File: src/rtl/spi_slave_pkg.sv
// Shared definitions for the SPI responder: register map, status bits, FSM states.
package spi_slave_pkg;

    localparam logic [2:0] A_DATA = 3'd0;
    localparam logic [2:0] A_STAT = 3'd1;
    localparam logic [2:0] A_FILL = 3'd2;
    localparam logic [2:0] A_SRST = 3'd7;

    localparam int S_RXF = 0;
    localparam int S_TXE = 1;
    localparam int S_OVR = 2;
    localparam int S_BSY = 3;
    localparam int S_IEN = 4;

    typedef enum logic [1:0] {
        ST_IDLE,
        ST_LOAD,
        ST_SHIFT
    } state_t;

endpackage

File: src/rtl/spi_slave_sync.sv
// Synchronizer chain for an asynchronous SPI pin with rise/fall pulses.
module spi_slave_sync #(
    parameter int   STAGES  = 2,
    parameter logic RST_VAL = 1'b0
) (
    input  logic clk,
    input  logic reset_n,
    input  logic i_d,
    output logic o_rise,
    output logic o_fall
);

    logic [STAGES-1:0] r_chain;
    logic              r_prev;
    logic              w_q;

    always_ff @(posedge clk or negedge reset_n) begin
        if (!reset_n) begin
            r_chain <= {STAGES{RST_VAL}};
            r_prev  <= RST_VAL;
        end else begin
            r_chain <= {r_chain[STAGES-2:0], i_d};
            r_prev  <= r_chain[STAGES-1];
        end
    end

    assign w_q    = r_chain[STAGES-1];
    assign o_rise = w_q & ~r_prev;
    assign o_fall = ~w_q & r_prev;

endmodule

File: src/rtl/spi_slave.sv
// SPI mode-0 responder, 8-bit MSB-first frames, CPU register interface.
// Optional irq output enabled by defining SPI_SLAVE_IRQ_EN.
module spi_slave
    import spi_slave_pkg::*;
#(
    parameter int         SYNC_STAGES = 2,
    parameter logic [7:0] FILL_RESET  = 8'hFF
) (
    input  logic       clk,
    input  logic       reset_n,
    input  logic       enable,
    input  logic       rnw,
    input  logic [2:0] addr,
    input  logic [7:0] din,
    output logic [7:0] dout,
    input  logic       sclk,
    input  logic       mosi,
    input  logic       ss,
    output logic       miso,
    output logic       miso_oe
`ifdef SPI_SLAVE_IRQ_EN
    ,
    output logic       irq
`endif
);

    state_t r_state, w_next;

    logic [SYNC_STAGES-1:0] r_mosi_sync;
    logic [7:0] r_dout, r_fill, r_tx_buf, r_rx_data;
    logic [6:0] r_shreg_tx, r_shreg_rx;
    logic [3:0] r_bitcnt;
    logic       r_miso, r_miso_oe;
    logic       r_rx_full, r_tx_empty, r_overrun;
    logic       r_irq_en;

    logic w_sclk_rise, w_sclk_fall, w_ss_rise, w_ss_fall;
    logic w_mosi, w_rd, w_wr, w_soft, w_rd_data, w_wr_data;
    logic w_rx_done, w_busy;
    logic [7:0] w_rx_byte, w_tx_byte, w_status, w_rd_mux;

    spi_slave_sync #(.STAGES(SYNC_STAGES), .RST_VAL(1'b0)) u_sclk (
        .clk(clk), .reset_n(reset_n), .i_d(sclk),
        .o_rise(w_sclk_rise), .o_fall(w_sclk_fall)
    );

    spi_slave_sync #(.STAGES(SYNC_STAGES), .RST_VAL(1'b1)) u_ss (
        .clk(clk), .reset_n(reset_n), .i_d(ss),
        .o_rise(w_ss_rise), .o_fall(w_ss_fall)
    );

    always_ff @(posedge clk or negedge reset_n) begin
        if (!reset_n) r_mosi_sync <= '0;
        else          r_mosi_sync <= {r_mosi_sync[SYNC_STAGES-2:0], mosi};
    end

    assign w_mosi    = r_mosi_sync[SYNC_STAGES-1];
    assign w_rd      = enable & rnw;
    assign w_wr      = enable & ~rnw;
    assign w_soft    = w_wr & (addr == A_SRST);
    assign w_rd_data = w_rd & (addr == A_DATA);
    assign w_wr_data = w_wr & (addr == A_DATA);
    assign w_rx_byte = {r_shreg_rx, w_mosi};
    assign w_tx_byte = r_tx_empty ? r_fill : r_tx_buf;
    assign w_busy    = (r_state != ST_IDLE);
    assign w_rx_done = (r_state == ST_SHIFT) & w_sclk_rise
                     & (r_bitcnt == 4'd7);

`ifdef SPI_SLAVE_IRQ_EN
    assign w_status = {3'b0, r_irq_en, w_busy, r_overrun, r_tx_empty, r_rx_full};
`else
    assign w_status = {3'b0, 1'b0, w_busy, r_overrun, r_tx_empty, r_rx_full};
`endif

    always_comb begin
        w_rd_mux = '0;
        case (addr)
            A_DATA:  w_rd_mux = r_rx_data;
            A_STAT:  w_rd_mux = w_status;
            default: w_rd_mux = '0;
        endcase
    end

    always_ff @(posedge clk or negedge reset_n) begin
        if (!reset_n) r_state <= ST_IDLE;
        else          r_state <= w_next;
    end

    always_comb begin
        w_next = r_state;
        case (r_state)
            ST_IDLE:  if (w_ss_fall) w_next = ST_LOAD;
            ST_LOAD:  w_next = ST_SHIFT;
            ST_SHIFT: if (w_sclk_fall && r_bitcnt == 4'd8) w_next = ST_LOAD;
            default:  w_next = ST_IDLE;
        endcase
        if (w_ss_rise || w_soft) w_next = ST_IDLE;
    end

    always_ff @(posedge clk or negedge reset_n) begin
        if (!reset_n) begin
            r_dout     <= '0;
            r_miso     <= 1'b1;
            r_miso_oe  <= 1'b0;
            r_rx_full  <= 1'b0;
            r_tx_empty <= 1'b1;
            r_overrun  <= 1'b0;
            r_fill     <= FILL_RESET;
            r_tx_buf   <= '0;
            r_rx_data  <= '0;
            r_shreg_tx <= '0;
            r_shreg_rx <= '0;
            r_bitcnt   <= '0;
            r_irq_en   <= 1'b0;
        end else if (w_soft) begin
            // Soft reset keeps the fill byte so the host can preconfigure it
            r_dout     <= '0;
            r_miso     <= 1'b1;
            r_miso_oe  <= 1'b0;
            r_rx_full  <= 1'b0;
            r_tx_empty <= 1'b1;
            r_overrun  <= 1'b0;
            r_tx_buf   <= '0;
            r_rx_data  <= '0;
            r_shreg_tx <= '0;
            r_shreg_rx <= '0;
            r_bitcnt   <= '0;
            r_irq_en   <= 1'b0;
        end else begin
            if (w_rd) r_dout <= w_rd_mux;
            if (w_rd_data) r_rx_full <= 1'b0;
            if (w_wr && addr == A_STAT) begin
                r_overrun <= 1'b0;
`ifdef SPI_SLAVE_IRQ_EN
                r_irq_en  <= din[S_IEN];
`endif
            end
            if (w_wr && addr == A_FILL) r_fill <= din;
            case (r_state)
                ST_LOAD: begin
                    r_shreg_tx <= w_tx_byte[6:0];
                    r_miso     <= w_tx_byte[7];
                    r_tx_empty <= 1'b1;
                    r_miso_oe  <= 1'b1;
                    r_bitcnt   <= '0;
                end
                ST_SHIFT: begin
                    if (w_sclk_rise && r_bitcnt != 4'd8) begin
                        r_shreg_rx <= w_rx_byte[6:0];
                        r_bitcnt   <= r_bitcnt + 4'd1;
                    end
                    // A completing byte wins over a same-cycle read clear
                    if (w_rx_done) begin
                        if (r_rx_full && !w_rd_data) begin
                            r_overrun <= 1'b1;
                        end else begin
                            r_rx_data <= w_rx_byte;
                            r_rx_full <= 1'b1;
                        end
                    end
                    if (w_sclk_fall && r_bitcnt != 4'd8) begin
                        r_miso     <= r_shreg_tx[6];
                        r_shreg_tx <= {r_shreg_tx[5:0], 1'b0};
                    end
                end
                default: ;
            endcase
            if (w_wr_data) begin
                r_tx_buf   <= din;
                r_tx_empty <= 1'b0;
            end
            if (w_ss_rise) r_miso_oe <= 1'b0;
        end
    end

`ifdef SPI_SLAVE_IRQ_EN
    logic r_irq;
    always_ff @(posedge clk or negedge reset_n) begin
        if (!reset_n) r_irq <= 1'b0;
        else          r_irq <= r_irq_en & (r_rx_full | r_overrun);
    end
    assign irq = r_irq;
`endif

    assign dout    = r_dout;
    assign miso    = r_miso;
    assign miso_oe = r_miso_oe;

endmodule

File: config.mk
export PLATFORM = sky130hd
export DESIGN_NAME = spi_slave
export DESIGN_NICKNAME = d
export VERILOG_FILES = /design/src/rtl/spi_slave_pkg.sv /design/src/rtl/spi_slave_sync.sv /design/src/rtl/spi_slave.sv
export SDC_FILE = /design/constraint.sdc
export NUM_CORES = 1
export LEC_CHECK = 0
export CAP_MARGIN = 20
export CELL_PAD_IN_SITES_DETAIL_PLACEMENT = 1
export CELL_PAD_IN_SITES_GLOBAL_PLACEMENT = 1
export CORE_MARGIN = 2
export CORE_UTILIZATION = 42
export CTS_CLUSTER_DIAMETER = 100
export CTS_CLUSTER_SIZE = 25
export DETAILED_ROUTE_END_ITERATION = 7
export HOLD_SLACK_MARGIN = 0.08
export PLACE_DENSITY = 0.79
export SLEW_MARGIN = 0
export SYNTH_ARGS = -nofsm -noshare
export SYNTH_HDL_FRONTEND = slang
export SYNTH_SLANG_ARGS = --single-unit
File: constraint.sdc
create_clock -name clk -period 2.3 [get_ports clk]
set_input_delay 0.46 -clock clk [delete_from_list [all_inputs] [get_ports clk]]
set_output_delay 0.46 -clock clk [all_outputs]
set_load 0.02 [all_outputs]
==> impl_metrics.json, run 1 <==
{
  "final-hold-violation-count": 0,
  "routed_wl_mm": 7.04,
  "netlist_top_cells_area": "dfrtp_1 45%, dfstp_2 12%, mux2_2 5.8%",
  "cts_buffer_depth": 2,
  "setup_viol_count_final": 0,
  "die_area_um2": 7580,
  "cts_buffers": 9,
  "end_kind": "output port",
  "synth_seq_cells": 65,
  "worstPathMaxFanout": 2,
  "avgSynthCellArea_um2": 11.1,
  "synthCells": 262,
  "io_buffers": 27,
  "syn_to_final_growth_pct": 21.1,
  "switchingPower_uw": 980,
  "async_flop_share_pct": 100,
  "worst_ir_drop_vdd_uv": 345,
  "grt-ovfl-total": 0,
  "crit_type": "reg2out",
  "wl_per_cell_um": 18.5,
  "die_x_um": 87.1,
  "first_global_vias": 2312,
  "intPower_mw": 2.37,
  "synth_top_area_share_pct": 44.9,
  "core_area_um2": 6720,
  "cp.required_ns": 1.84,
  "seqPwrFrac_pct": 47.6,
  "slowest_delay_ns": 0.59,
  "finalCriticalPeriod_ns": 1.94,
  "slowest_stage": "clkdlybuf4s50_1",
  "worst_slew_pin_slew_ns": 0.507,
  "fin_crit_sh_pct": 84.2,
  "first_pass_iters": 4,
  "critPathLaunchType": "flip-flop",
  "htreeDepth": 3,
  "syn_area_um2": 2900,
  "clk_pin_slew_ns": 0.08,
  "cpLargestDelayFamily": "buffers and inverters",
  "vias_per_cell": 5.54,
  "synth_ff_type": "dfrtp_1",
  "grt_antenna_before_repair": 0,
  "clockPowerShare_pct": 33.5,
  "synth-edff-count": 0,
  "ctsResizeCount": 0,
  "fin_nets": 316,
  "start_util_pct": 43.1,
  "status": "complete, no violations",
  "worst-path-stages": 1,
  "place_congestion": 0.796,
  "drive_above_1_share_pct": 20.6,
  "io_pins": 28,
  "syn_nets": 282,
  "hpwl_mm": 4.43,
  "root_buffer": "clkbuf_8",
  "setup_tns_ns": 0,
  "final-max-slew-violation-count": 0,
  "drc": 0,
  "track_usage_pct": 20.7,
  "cts.sinks": 65,
  "rows": 30,
  "yosysWarnings": 0,
  "grt_max_degree": 66,
  "drt-initial-drc-count": 85,
  "grt_pass1_wl_mm": 11.7,
  "n_antenna_cell": 0,
  "yosysTopAreaCell": "dfrtp_1",
  "rsz0062_at_grt": "no",
  "p_sw_share_pct": 29.3,
  "timing.hold.ws_ns": 0.103,
  "path_buf_inv": 1,
  "power.leakage_nw": 1.52,
  "fmax_mhz": 516,
  "drtAntennaViolNets": 0,
  "drv_cap": 0,
  "arrival_ns": 1.48,
  "pwr-share-comb_pct": 18.8,
  "hold_class": "in2async",
  "cts_tree": "built",
  "p_per_area_nw_per_um2": 954,
  "synth_commonest_cells": "52 x dfrtp_1, 33 x nand2_1, 21 x a21oi_1",
  "clk_latency_ns": 0.35,
  "skew_ns": 0.0108,
  "rr_worst_depth": 6,
  "post_cts_buffers": 0,
  "ys_seq_area_share_pct": 56.7,
  "worstPathCellList": "clkdlybuf4s50_1",
  "ctsHoldBuffers": 0,
  "r2r_setup_slack_ns": 0.40,
  "yosys.cell_types.count": 39,
  "vias": 2109,
  "die_h_um": 87.1,
  "maxSlewHeadroom_pct": 66.1,
  "synth.most_common_cell": "dfrtp_1"
}
==> worst paths after layout <==
path / to / startpoint
setup / recovery: miso / miso
hold / removal: dout[5] / reset_n
setup reg to reg: r_shreg_tx[2] / r_bitcnt[0]
hold reg to reg: u_sclk.r_chain[1] / u_sclk.r_chain[0]
max in group asynchronous: r_tx_empty / reset_n
min in group clk: u_sclk.r_chain[1] / u_sclk.r_chain[0]
==> layout by cell type, fill, tap and decap left out, types with 10 or more instances in the layout <==
cell / count
dfrtp_1: 52
nand2_1: 33
clkdlybuf4s50_1: 26
a21oi_1: 21
o21ai_0: 19
mux2_2: 15
nand3_1: 13
dfstp_2: 13
nor2_1: 11
mux2i_1: 10
clkbuf_8: 10
==> through the flow <==
step	utilization, %	total power [mW]	setup WS [ns]	instances	area [µm²]
after floorplan	-	2.00	0.612	262	2900
after global placement	48.8	2.19	0.217	365	3280
after detailed placement	48.8	2.24	0.115	365	3280
after CTS	52.2	3.37	0.343	381	3510
after global routing	52.2	3.52	0.280	381	3510
final	52.2	3.35	0.363	381	3510
==> state kept, by name, summed over array words and instances, names as in the netlist, 2 cells and up <==
signal	count
r_rx_data	8
r_bitcnt	4
r_state	2
r_fill	8
r_shreg_rx	7
r_tx_buf	8
r_mosi_sync	2
u_sclk.r_chain	2
u_ss.r_chain	2
dout	8
r_shreg_tx	7
==> final cells by class <==
| cell class | instances | area [µm²] |
|---|---|---|
| clock buffers | 10 | 138 |
| clock inverters | 6 | 91.3 |
| fillers | 718 | 3210 |
| inverters | 7 | 26.3 |
| multi-input cells | 176 | 1160 |
| flip-flops and latches | 65 | 1640 |
| well taps | 80 | 100 |
| repair buffers | 37 | 353 |
==> power groups by stage <==
stage | Combinational [mW] | Clock, mW | Sequential [mW]
floorplan | 0.448 | 0 | 1.55
global placement | 0.596 | 0 | 1.60
detailed placement | 0.624 | 0 | 1.61
CTS | 0.640 | 1.14 | 1.59
global route | 0.707 | 1.19 | 1.63
finish | 0.630 | 1.12 | 1.59
==> layer usage <==
| layer | wire length [µm] | vias up | share of wire (%) | track usage (%) |
|---|---|---|---|---|
| met3 | 218 | 11 | 3.1 | 5.88 |
| met4 | 111 | 0 | 1.6 | 8.24 |
| met5 | 0 | - | 0 | 0 |
| met1 | 3270 | 1073 | 46 | 27.1 |
| li1 | - | 996 | - | - |
| met2 | 3450 | 29 | 49 | 32.5 |
==> cells by family (layout without fill, tap and decap cells) <==
group,Yosys count,after routing,share of synthesized area (%)
muxes,26,26,9.67
buffers and inverters,21,60,3.32
adders and majority gates,2,2,0.863
DFF,65,65,56.7
AOI/OAI and AO/OA,68,68,15.2
and+or+nand+nor,80,80,14.2
Note: power is estimated with default switching activity, not from simulation.
==> inputs of run 2 (changes only) <==
- CORE_UTILIZATION: 42 -> 41
- PLACE_DENSITY: 0.79 -> 0.81
- clock period: 2.3 -> 1.69 ns (I/O delays scaled with it)
==> impl_metrics.json, run 2 (synthesized netlist as in run 1, its figures left out) <==
{
  "fin_crit_sh_pct": 98.2,
  "die_h_um": 88.1,
  "finalCriticalPeriod_ns": 1.66,
  "switchingPower_mw": 1.41,
  "cts_buffer_depth": 2,
  "cp.required_ns": 1.93,
  "root_buffer": "clkbuf_8",
  "reg2reg_from": "r_bitcnt[0]",
  "seqPwrFrac_pct": 45.5,
  "grt_max_degree": 66,
  "r2r_setup_slack_ns": 0.03,
  "cts_tree": "built",
  "fillers": 742,
  "core_area_um2": 6830,
  "skew_ns": 0.0157,
  "cts_buffers": 9,
  "intPower_mw": 3.33,
  "arrival_ns": 1.89,
  "crit_type": "reg2reg",
  "final_common_cell": "dfrtp_1",
  "die_area_um2": 7760,
  "final-hold-violation-count": 0,
  "hpwl_mm": 4.85,
  "cts.sinks": 65,
  "maxSlewHeadroom_pct": 76.9,
  "worstPathMaxFanout": 7,
  "first_global_vias": 2410,
  "drv_cap": 0,
  "drc": 0,
  "hold_start": "r_mosi_sync[0]",
  "finalWorstSetupSlack_ns": 0.0305,
  "rr_worst_depth": 7,
  "first_pass_iters": 4,
  "p_per_area_nw_per_um2": 1250,
  "r2r_end": "r_shreg_tx[0]",
  "critPathLaunchType": "flip-flop",
  "routed_wl_mm": 7.54,
  "fin_nets": 340,
  "hold_depth": 0,
  "wl_per_cell_um": 17.9,
  "hold_end": "r_mosi_sync[1]",
  "final_cells": 421,
  "power.leakage_nw": 1.77,
  "clk_pin_slew_ns": 0.07,
  "vias": 2253,
  "final-max-slew-violation-count": 0,
  "final_cell_mix": "52 x dfrtp_1, 32 x nand2_1, 29 x buf_4",
  "drive_above_1_share_pct": 28.6,
  "dp_slack_ns": -0.252,
  "placedCellCount": 401,
  "pwr-share-comb_pct": 23.4,
  "grt_pass1_wl_mm": 12.1,
  "n_antenna_cell": 0,
  "grt_antenna_before_repair": 0,
  "die_x_um": 88.1,
  "start_util_pct": 42.4,
  "fmax_mhz": 603,
  "status": "complete, no violations",
  "drt-initial-drc-count": 123,
  "fin_util_pct": 55.6,
  "setup_viol_count_final": 0,
  "vias_per_cell": 5.35,
  "rows": 30,
  "worst_slew_pin_slew_ns": 0.346,
  "clk_latency_ns": 0.36,
  "drtAntennaViolNets": 0,
  "end_kind": "flip-flop",
  "hold_class": "reg2reg",
  "grt-ovfl-total": 0,
  "syn_to_final_growth_pct": 31.2,
  "p_sw_share_pct": 29.7,
  "clockPowerShare_pct": 31.1,
  "track_usage_pct": 20.8,
  "htreeDepth": 3,
  "worst_ir_drop_vdd_uv": 518,
  "place_congestion": 0.816,
  "startpoint": "r_bitcnt[0]",
  "io_buffers": 27,
  "io_pins": 28
}
run 2: what timing repair did:
action,CTS,global route
hold buffers,1,0
endpoints found under the setup margin,11,24
resized for setup,3,21
setup buffers,2,1
endpoints found under the hold margin,52,0
pin swaps,1,2
run 2: how the worst max path moves through the flow:
stage                     to  cells past startpoint  slack [ns]
2_1_floorplan  r_shreg_tx[0]                      6       0.002
3_3_place_gp       r_fill[5]                      5       -0.22
3_5_place_dp    r_rx_data[5]                      6       -0.25
4_1_cts              dout[3]                      1     0.00004
5_1_grt        r_shreg_tx[0]                      7       -0.02
6_report       r_shreg_tx[0]                      7        0.03
run 2: through the flow:
stage          area, µm²  power (mW)  TNS [ns]  hold WS (ns)
2_1_floorplan       2900        2.72         0        0.0424
3_3_place_gp        3480        3.09     -8.03         0.332
3_5_place_dp        3480        3.18    -10.06         0.336
4_1_cts             3730        4.70         0         0.353
5_1_grt             3800        4.97   -0.0953         0.364
6_report            3800        4.74         0         0.350
run 2: routing by layer:
metal | up-vias | track usage [%] | share of wire, %
li1 | 1045 | - | -
met1 | 1161 | 26.5 | 44
met5 | - | 0 | 0
met4 | 0 | 7.02 | 1.7
met2 | 35 | 34.5 | 51
met3 | 12 | 5.47 | 3.3
run 2: layout make-up:
type / instances / area (µm²) / share of cell area [%]
clock buffers: 10 / 128 / 3.36
clock inverters: 6 / 92.6 / 2.44
inverters: 7 / 26.3 / 0.691
multi-input cells: 176 / 1210 / 31.8
flip-flops and latches: 65 / 1640 / 43.2
well taps: 96 / 120 / 3.16
repair buffers: 61 / 584 / 15.4
run 2: critical path, cell delays in order, from the launching register on:
cell and delay [ns]:
dfrtp_1 0.38, inv_2 0.06, ha_4 0.16, nand3b_4 0.08
inv_2 0.05, o311ai_4 0.32, buf_12 0.17, mux2_2 0.33
run 2: power groups by stage:
stage | Clock (mW) | Combinational [mW] | Sequential (mW)
floorplan | 0 | 0.610 | 2.11
global placement | 0 | 0.951 | 2.14
detailed placement | 0 | 1.01 | 2.17
CTS | 1.50 | 1.05 | 2.15
global route | 1.57 | 1.22 | 2.19
finish | 1.48 | 1.11 | 2.15
